`src/rtl/ps2_key_decoder_if.sv`:
```
// Byte-in / event-out bundle between the PS/2 receiver, the key decoder and its consumer.
// The status outputs (shift_held, caps_lock, overflow) travel with the event stream.
interface ps2_key_decoder_if;
    logic [7:0]  rx_byte;
    logic        rx_valid;
    logic [10:0] ev_data;
    logic        ev_valid;
    logic        ev_ready;
    logic        shift_held;
    logic        caps_lock;
    logic        overflow;

    modport master (
        output rx_byte, rx_valid, ev_ready,
        input  ev_data, ev_valid, shift_held, caps_lock, overflow
    );

    modport slave (
        input  rx_byte, rx_valid, ev_ready,
        output ev_data, ev_valid, shift_held, caps_lock, overflow
    );
endinterface

```
`src/rtl/ps2_key_decoder.sv`:
```
// PS/2 set-2 scan byte decoder: prefix FSM, typematic repeat detection, shift/caps tracking,
// and a first-word fall-through event FIFO.
//
// state     | meaning
// IDLE      | waiting for a prefix or a plain make code
// GOT_E0    | extended prefix seen
// GOT_F0    | break prefix seen
// GOT_E0F0  | extended break prefix seen
// PAUSE     | swallowing the Pause/Break sequence, skip_cnt bytes left
module ps2_key_decoder #(
    parameter int FIFO_DEPTH = 4
) (
    input logic            CLOCK,
    input logic            rst_n,
    ps2_key_decoder_if.slave bus
);
    localparam int PW = (FIFO_DEPTH > 1) ? $clog2(FIFO_DEPTH) : 1;
    localparam int CW = PW + 1;
    localparam logic [CW-1:0] DEPTH_C = CW'(FIFO_DEPTH);

    typedef enum logic [2:0] {
        IDLE,
        GOT_E0,
        GOT_F0,
        GOT_E0F0,
        PAUSE
    } state_t;

    state_t        state, state_nxt;
    logic [2:0]    skip_cnt, skip_nxt;
    logic [8:0]    last_key;
    logic          last_valid;
    logic          shift_l, shift_r;
    logic          caps;
    logic          ovf;

    logic [10:0]   mem [FIFO_DEPTH];
    logic [PW-1:0] wr_ptr, rd_ptr;
    logic [CW-1:0] count;

    logic          emit, e_brk, e_ext, e_norep, e_rep;
    logic [7:0]    e_code;
    logic [10:0]   ev_word;
    logic          full, pop, do_write;

    always_comb begin
        state_nxt = state;
        skip_nxt  = skip_cnt;
        emit      = 1'b0;
        e_brk     = 1'b0;
        e_ext     = 1'b0;
        e_norep   = 1'b0;
        e_code    = bus.rx_byte;
        if (bus.rx_valid) begin
            unique case (state)
                IDLE: begin
                    if (bus.rx_byte == 8'hE0) begin
                        state_nxt = GOT_E0;
                    end else if (bus.rx_byte == 8'hF0) begin
                        state_nxt = GOT_F0;
                    end else if (bus.rx_byte == 8'hE1) begin
                        state_nxt = PAUSE;
                        skip_nxt  = 3'd7;
                    end else if (!(bus.rx_byte inside {8'h00, 8'hAA, 8'hEE, 8'hFA,
                                                       8'hFC, 8'hFE, 8'hFF})) begin
                        emit = 1'b1;
                    end
                end
                GOT_E0: begin
                    if (bus.rx_byte == 8'hF0) begin
                        state_nxt = GOT_E0F0;
                    end else if (bus.rx_byte != 8'hE0) begin
                        emit      = 1'b1;
                        e_ext     = 1'b1;
                        state_nxt = IDLE;
                    end
                end
                GOT_F0: begin
                    emit      = 1'b1;
                    e_brk     = 1'b1;
                    state_nxt = IDLE;
                end
                GOT_E0F0: begin
                    emit      = 1'b1;
                    e_brk     = 1'b1;
                    e_ext     = 1'b1;
                    state_nxt = IDLE;
                end
                PAUSE: begin
                    skip_nxt = skip_cnt - 3'd1;
                    if (skip_cnt <= 3'd1) begin
                        skip_nxt  = 3'd0;
                        emit      = 1'b1;
                        e_ext     = 1'b1;
                        e_code    = 8'hE1;
                        e_norep   = 1'b1;
                        state_nxt = IDLE;
                    end
                end
                default: state_nxt = IDLE;
            endcase
        end
    end

    assign e_rep    = emit && !e_brk && !e_norep && last_valid && (last_key == {e_ext, e_code});
    assign ev_word  = {e_rep, e_brk, e_ext, e_code};
    assign full     = (count == DEPTH_C);
    assign pop      = (|count) && bus.ev_ready;
    assign do_write = emit && (!full || pop);

    always_ff @(posedge CLOCK or negedge rst_n) begin
        if (!rst_n) begin
            state      <= IDLE;
            skip_cnt   <= 3'd0;
            last_key   <= 9'd0;
            last_valid <= 1'b0;
            shift_l    <= 1'b0;
            shift_r    <= 1'b0;
            caps       <= 1'b0;
            ovf        <= 1'b0;
            wr_ptr     <= '0;
            rd_ptr     <= '0;
            count      <= '0;
        end else begin
            state    <= state_nxt;
            skip_cnt <= skip_nxt;
            // Key state tracks every decoded event, whether or not the FIFO has room.
            if (emit) begin
                if (!e_brk) begin
                    last_key   <= {e_ext, e_code};
                    last_valid <= 1'b1;
                end else if (last_key == {e_ext, e_code}) begin
                    last_valid <= 1'b0;
                end
                if (!e_ext && e_code == 8'h12) shift_l <= !e_brk;
                if (!e_ext && e_code == 8'h59) shift_r <= !e_brk;
                if (!e_ext && !e_brk && !e_rep && e_code == 8'h58) caps <= !caps;
            end
            if (emit && !do_write) ovf <= 1'b1;
            if (do_write) wr_ptr <= wr_ptr + 1'b1;
            if (pop)      rd_ptr <= rd_ptr + 1'b1;
            if (do_write && !pop)      count <= count + 1'b1;
            else if (!do_write && pop) count <= count - 1'b1;
        end
    end

    always_ff @(posedge CLOCK) begin
        if (do_write) mem[wr_ptr] <= ev_word;
    end

    assign bus.ev_valid   = |count;
    assign bus.ev_data    = (|count) ? mem[rd_ptr] : 11'd0;
    assign bus.shift_held = shift_l | shift_r;
    assign bus.caps_lock  = caps;
    assign bus.overflow   = ovf;
endmodule

```
`src/flat_wrapper.sv`:
```
// flat-port wrapper written by rule: the top's interface ports become plain ports
module ps2_key_decoder_flat 
#(
    parameter int FIFO_DEPTH = 4
)
  (CLOCK, rst_n, bus_rx_byte, bus_rx_valid, bus_ev_ready, bus_ev_data, bus_ev_valid, bus_shift_held, bus_caps_lock, bus_overflow);
  ps2_key_decoder_if bus_i ();
  input logic CLOCK;
  input logic rst_n;
  input wire logic [$bits(bus_i.rx_byte)-1:0] bus_rx_byte;
  input wire logic [$bits(bus_i.rx_valid)-1:0] bus_rx_valid;
  input wire logic [$bits(bus_i.ev_ready)-1:0] bus_ev_ready;
  output wire logic [$bits(bus_i.ev_data)-1:0] bus_ev_data;
  output wire logic [$bits(bus_i.ev_valid)-1:0] bus_ev_valid;
  output wire logic [$bits(bus_i.shift_held)-1:0] bus_shift_held;
  output wire logic [$bits(bus_i.caps_lock)-1:0] bus_caps_lock;
  output wire logic [$bits(bus_i.overflow)-1:0] bus_overflow;
  assign bus_i.rx_byte = bus_rx_byte;
  assign bus_i.rx_valid = bus_rx_valid;
  assign bus_i.ev_ready = bus_ev_ready;
  assign bus_ev_data = bus_i.ev_data;
  assign bus_ev_valid = bus_i.ev_valid;
  assign bus_shift_held = bus_i.shift_held;
  assign bus_caps_lock = bus_i.caps_lock;
  assign bus_overflow = bus_i.overflow;
  ps2_key_decoder #(.FIFO_DEPTH(FIFO_DEPTH)) u_core (.CLOCK(CLOCK), .rst_n(rst_n), .bus(bus_i));
endmodule
```
`config.mk`:
```
export PLATFORM = sky130hd
export DESIGN_NAME = ps2_key_decoder_flat
export DESIGN_NICKNAME = d
export VERILOG_FILES = /design/src/rtl/ps2_key_decoder_if.sv /design/src/rtl/ps2_key_decoder.sv /design/src/flat_wrapper.sv
export SDC_FILE = /design/constraint.sdc
export NUM_CORES = 1
export LEC_CHECK = 0
export BUFFER_PORTS_ARGS = -buffer_cell sky130_fd_sc_hd__buf_4
export CAP_MARGIN = 20
export CORE_UTILIZATION = 55
export DETAILED_ROUTE_END_ITERATION = 12
export PLACE_DENSITY = 0.74
export SYNTH_ARGS = -nofsm -noshare
export SYNTH_HDL_FRONTEND = slang
export SYNTH_SLANG_ARGS = --single-unit
```
`constraint.sdc`:
```
create_clock -name CLOCK -period 4.1 [get_ports CLOCK]
set_input_delay 0.205 -clock CLOCK [delete_from_list [all_inputs] [get_ports CLOCK]]
set_output_delay 0.205 -clock CLOCK [all_outputs]
set_load 0.03 [all_outputs]
```
==> results.md <==
* Net count after synthesis at 298
* Avg Cell Area, Syn at 13.0 um2
* Crit path time final at 3.45 ns
* Max Clk Rate at 290 MHz
* H-tree depth at 3
* Cells after DPL at 369
* TritonCTS Buffers at 9
* Vias in the first global route at 2325
* Clk_lat worst skew at 0.34 ns
* Final wirelength at 6.83 mm
* Area occupied by multi-input gates at 1510 um2
* Setup-failing EPs final at 0
* Worst Hold Class: in2reg
* Design Area, Final at 4090 um2
* Post-route DRC violation count at 0
* Nets at 324
* Synth cell types at 61
* Ys Warns at 0
* Worst EP required at 4.37 ns
* Leading register cell type out of synthesis: edfxtp_1
* Fraction of registers with async set/reset at 0.380
* First-pass GRT wire length at 11.6 mm
* Outcome: finished, final reports clean
* Crit path cell chain: inv_1, ha_1, o21ba_2, nor2_1, a211oi_1, o2bb2ai_1, nor2b_1, ha_1, inv_1, fa_1, xor2_1, nor2_1, xor2_1
* Sequential share of power at 0.392
* Maximum vdd drop at 0.551 mV
* Die extent in x at 83.0 um
* Fin util at 0.644
* Crit. End Element: register
* Pre-CTS WS at 0.696 ns
* Placer Congestion at 0.864
* Total internal power at 1.86 mW
* CTS Sinks at 71
* Resize count post-CTS at 0
* Via density at 6.02
* Post-DR wirelength/cell at 17.7 um
* Synth Register Bits at 71
* Setup Crit Path Kind: reg2reg
* Sw Share at 0.372
* Worst-case clock buffer depth at 2
* Critical-path maximum fanout at 8
* # diodes at 0
* Row count at 29
* Die Ht at 83.0 um
* Fin Setup TNS at 0 ns
* Critical path data arrival time at 3.71 ns
* Clk_skew at 0.00977 ns
* Slew @ Worst Pin at 0.758 ns
* Seq/Total Area, Yosys at 0.553
* Netlist Area Pre-Place at 3610 um2
* Final worst-path cycle share at 0.841
* Core Area at 6350 um2
* Critical Path Start Type: register
* Share of cells above drive strength 1 at 0.249
* Initial core utilization at 0.569
* EDFF count, synth at 44
* # IOs at 27
* Max-slew violation count at 0
* Vias at 2325
* Finished Layout Cells at 386
* Hold slack at 0.167 ns
* Slew headroom at 0.490
* Worst Slack Setup Final at 0.654 ns
* Slowest CP cell: nor2b_1
* Max-Cap Viols at 0
* Register Area at 2000 um2
* Post CTS Setup Buffer Count at 0
* Drt first-iter violations at 121
* Grt ovf at 0
* Port-buffer cells at 26
* Combinational share of power at 0.393
* Overall power at 2.97 mW
* Largest net degree at the start of global routing at 28
* Pwr Density at 726 nW/um2
* Detailed-router iteration count before antenna repair at 4
* Reg clk slew, reported paths at 0.08 ns
* Largest stage delay on the critical path at 0.48 ns
* Fillers at 452
* Clock Root Buffer: clkbuf_8
* Switching power at 1.10 mW
* Hold Vio Cnt, Final at 0
* Sum of net half-perimeters after detailed placement at 4.82 mm
* Gr usage total at 0.216
* Static leakage at 1.56 nW
* Syn-to-layout area delta at 13.2%
* TritonCTS clock tree: yes
* Gate Count Post-Synth at 278
* Clock power share at 0.215
* RSZ-0062 raised after global routing: no
* Die area at 6890 um2
* Placed cell area at 3850 um2
* Antenna-violating nets left at 0
* Initial antenna violation count at 0
logic make-up after synthesis:
group                      Yosys count  share of synthesized area
muxes                               19                     0.0936
xor gates and xnor gates            12                     0.0291
DFF                                 71                      0.553
AOI/OAI and AO/OA                   49                      0.102
buffers and inverters               24                     0.0284
and+or+nand+nor                     94                      0.161
adders and majority gates            9                     0.0326
final cells by class:
| type | instances | area share |
|---|---|---|
| repair buffers | 28 | 0.0520 |
| clock buffers | 9 | 0.0303 |
| well taps | 77 | 0.0236 |
| inverters | 11 | 0.0101 |
| multi-input cells | 183 | 0.370 |
| flip-flops and latches | 71 | 0.489 |
| clock inverters | 7 | 0.0257 |
Yosys cell counts (all sizes together), types with 3 or more instances:
| master | number | area share |
|---|---|---|
| a31oi | 4 | 0.0069 |
| dfrtp | 27 | 0.19 |
| edfxtp | 44 | 0.37 |
| and2 | 18 | 0.031 |
| mux4 | 11 | 0.069 |
| clkbuf | 8 | 0.0090 |
| xor2 | 6 | 0.015 |
| xnor2 | 6 | 0.015 |
| and3 | 3 | 0.0055 |
| buf | 5 | 0.0080 |
| nor2 | 12 | 0.012 |
| nand2 | 18 | 0.019 |
| nand4 | 3 | 0.0094 |
| ha | 7 | 0.024 |
| nor4 | 6 | 0.015 |
| or3 | 3 | 0.0052 |
| a21oi | 8 | 0.011 |
| a21o | 3 | 0.0062 |
| nand3 | 7 | 0.0097 |
| nor2b | 3 | 0.0052 |
| nand2b | 7 | 0.012 |
| inv | 11 | 0.011 |
| o21ai | 12 | 0.017 |
| or2 | 3 | 0.0052 |
| mux2 | 8 | 0.025 |
flip-flops by register name, summed over array words and instances (netlist names):
signal / cells
u_core.bus.overflow: 1
u_core.wr_ptr: 2
u_core.shift_r: 1
u_core.bus.caps_lock: 1
u_core.shift_l: 1
u_core.state: 3
u_core.skip_cnt: 3
u_core.last_key: 9
u_core.rd_ptr: 2
u_core.last_valid: 1
u_core.mem: 44
u_core.count: 3
critical path: cells and delay by family (launching register included):
family | cells | cell delay (ns)
xor gates and xnor gates | 2 | 0.32
adders and majority gates | 3 | 0.82
and+or+nand+nor | 3 | 0.94
DFF | 1 | 0.40
buffers and inverters | 2 | 0.16
AOI/OAI and AO/OA | 3 | 0.74
path summary, 6_finish.rpt:
check / startpoint / endpoint / slack (ns) / depth (start not counted)
setup / recovery: u_core.skip_cnt[1] / u_core.count[2] / 0.65 / 13
setup reg to reg: u_core.skip_cnt[1] / u_core.count[2] / 0.65 / 13
max in group asynchronous: rst_n / u_core.last_key[2] / 3.52 / 2
min in group asynchronous: rst_n / u_core.rd_ptr[1] / 0.31 / 2
hold / removal: bus_ev_ready / u_core.rd_ptr[1] / 0.17 / 3
hold reg to reg: u_core.bus.caps_lock / u_core.bus.caps_lock / 0.47 / 1
what timing repair did:
| item | CTS | global route |
|---|---|---|
| endpoints found under the setup margin | 0 | 0 |
| hold buffers | 1 | 0 |
| endpoints found under the hold margin | 27 | 0 |
cells in the final DEF (no fill, tap or decap), types with 3 or more instances in the layout:
cell type,count
ha_1,7
nor2_1,12
xor2_1,6
buf_4,27
o21ai_0,12
nand2_1,18
nor4_1,5
mux4_2,11
nor2b_1,3
or3_1,3
nand3_1,7
nand2b_1,7
a21oi_1,8
and2_1,18
dfrtp_1,27
edfxtp_1,44
or2_2,3
a31oi_1,4
a21o_1,3
mux2_2,8
clkbuf_8,9
inv_1,11
xnor2_1,6
metal layers:
metal / up-vias / global-route usage / part of all wire / wire length [um]
li1: 1088 / - / - / -
met1: 1168 / 0.292 / 0.46 / 3140
met2: 55 / 0.344 / 0.48 / 3300
met3: 14 / 0.0527 / 0.033 / 228
met4: 0 / 0.0768 / 0.025 / 170
met5: - / 0 / 0 / 0
power groups by stage:
stage | clock, mW | sequential [mW] | combinational [mW]
3_3_place_gp | 0 | 1.17 | 1.14
5_1_grt | 0.677 | 1.19 | 1.27
4_1_cts | 0.641 | 1.16 | 1.18
6_report | 0.637 | 1.16 | 1.17
3_5_place_dp | 0 | 1.18 | 1.17
2_1_floorplan | 0 | 1.10 | 0.914
No activity file was read; power rests on OpenSTA's default activity.
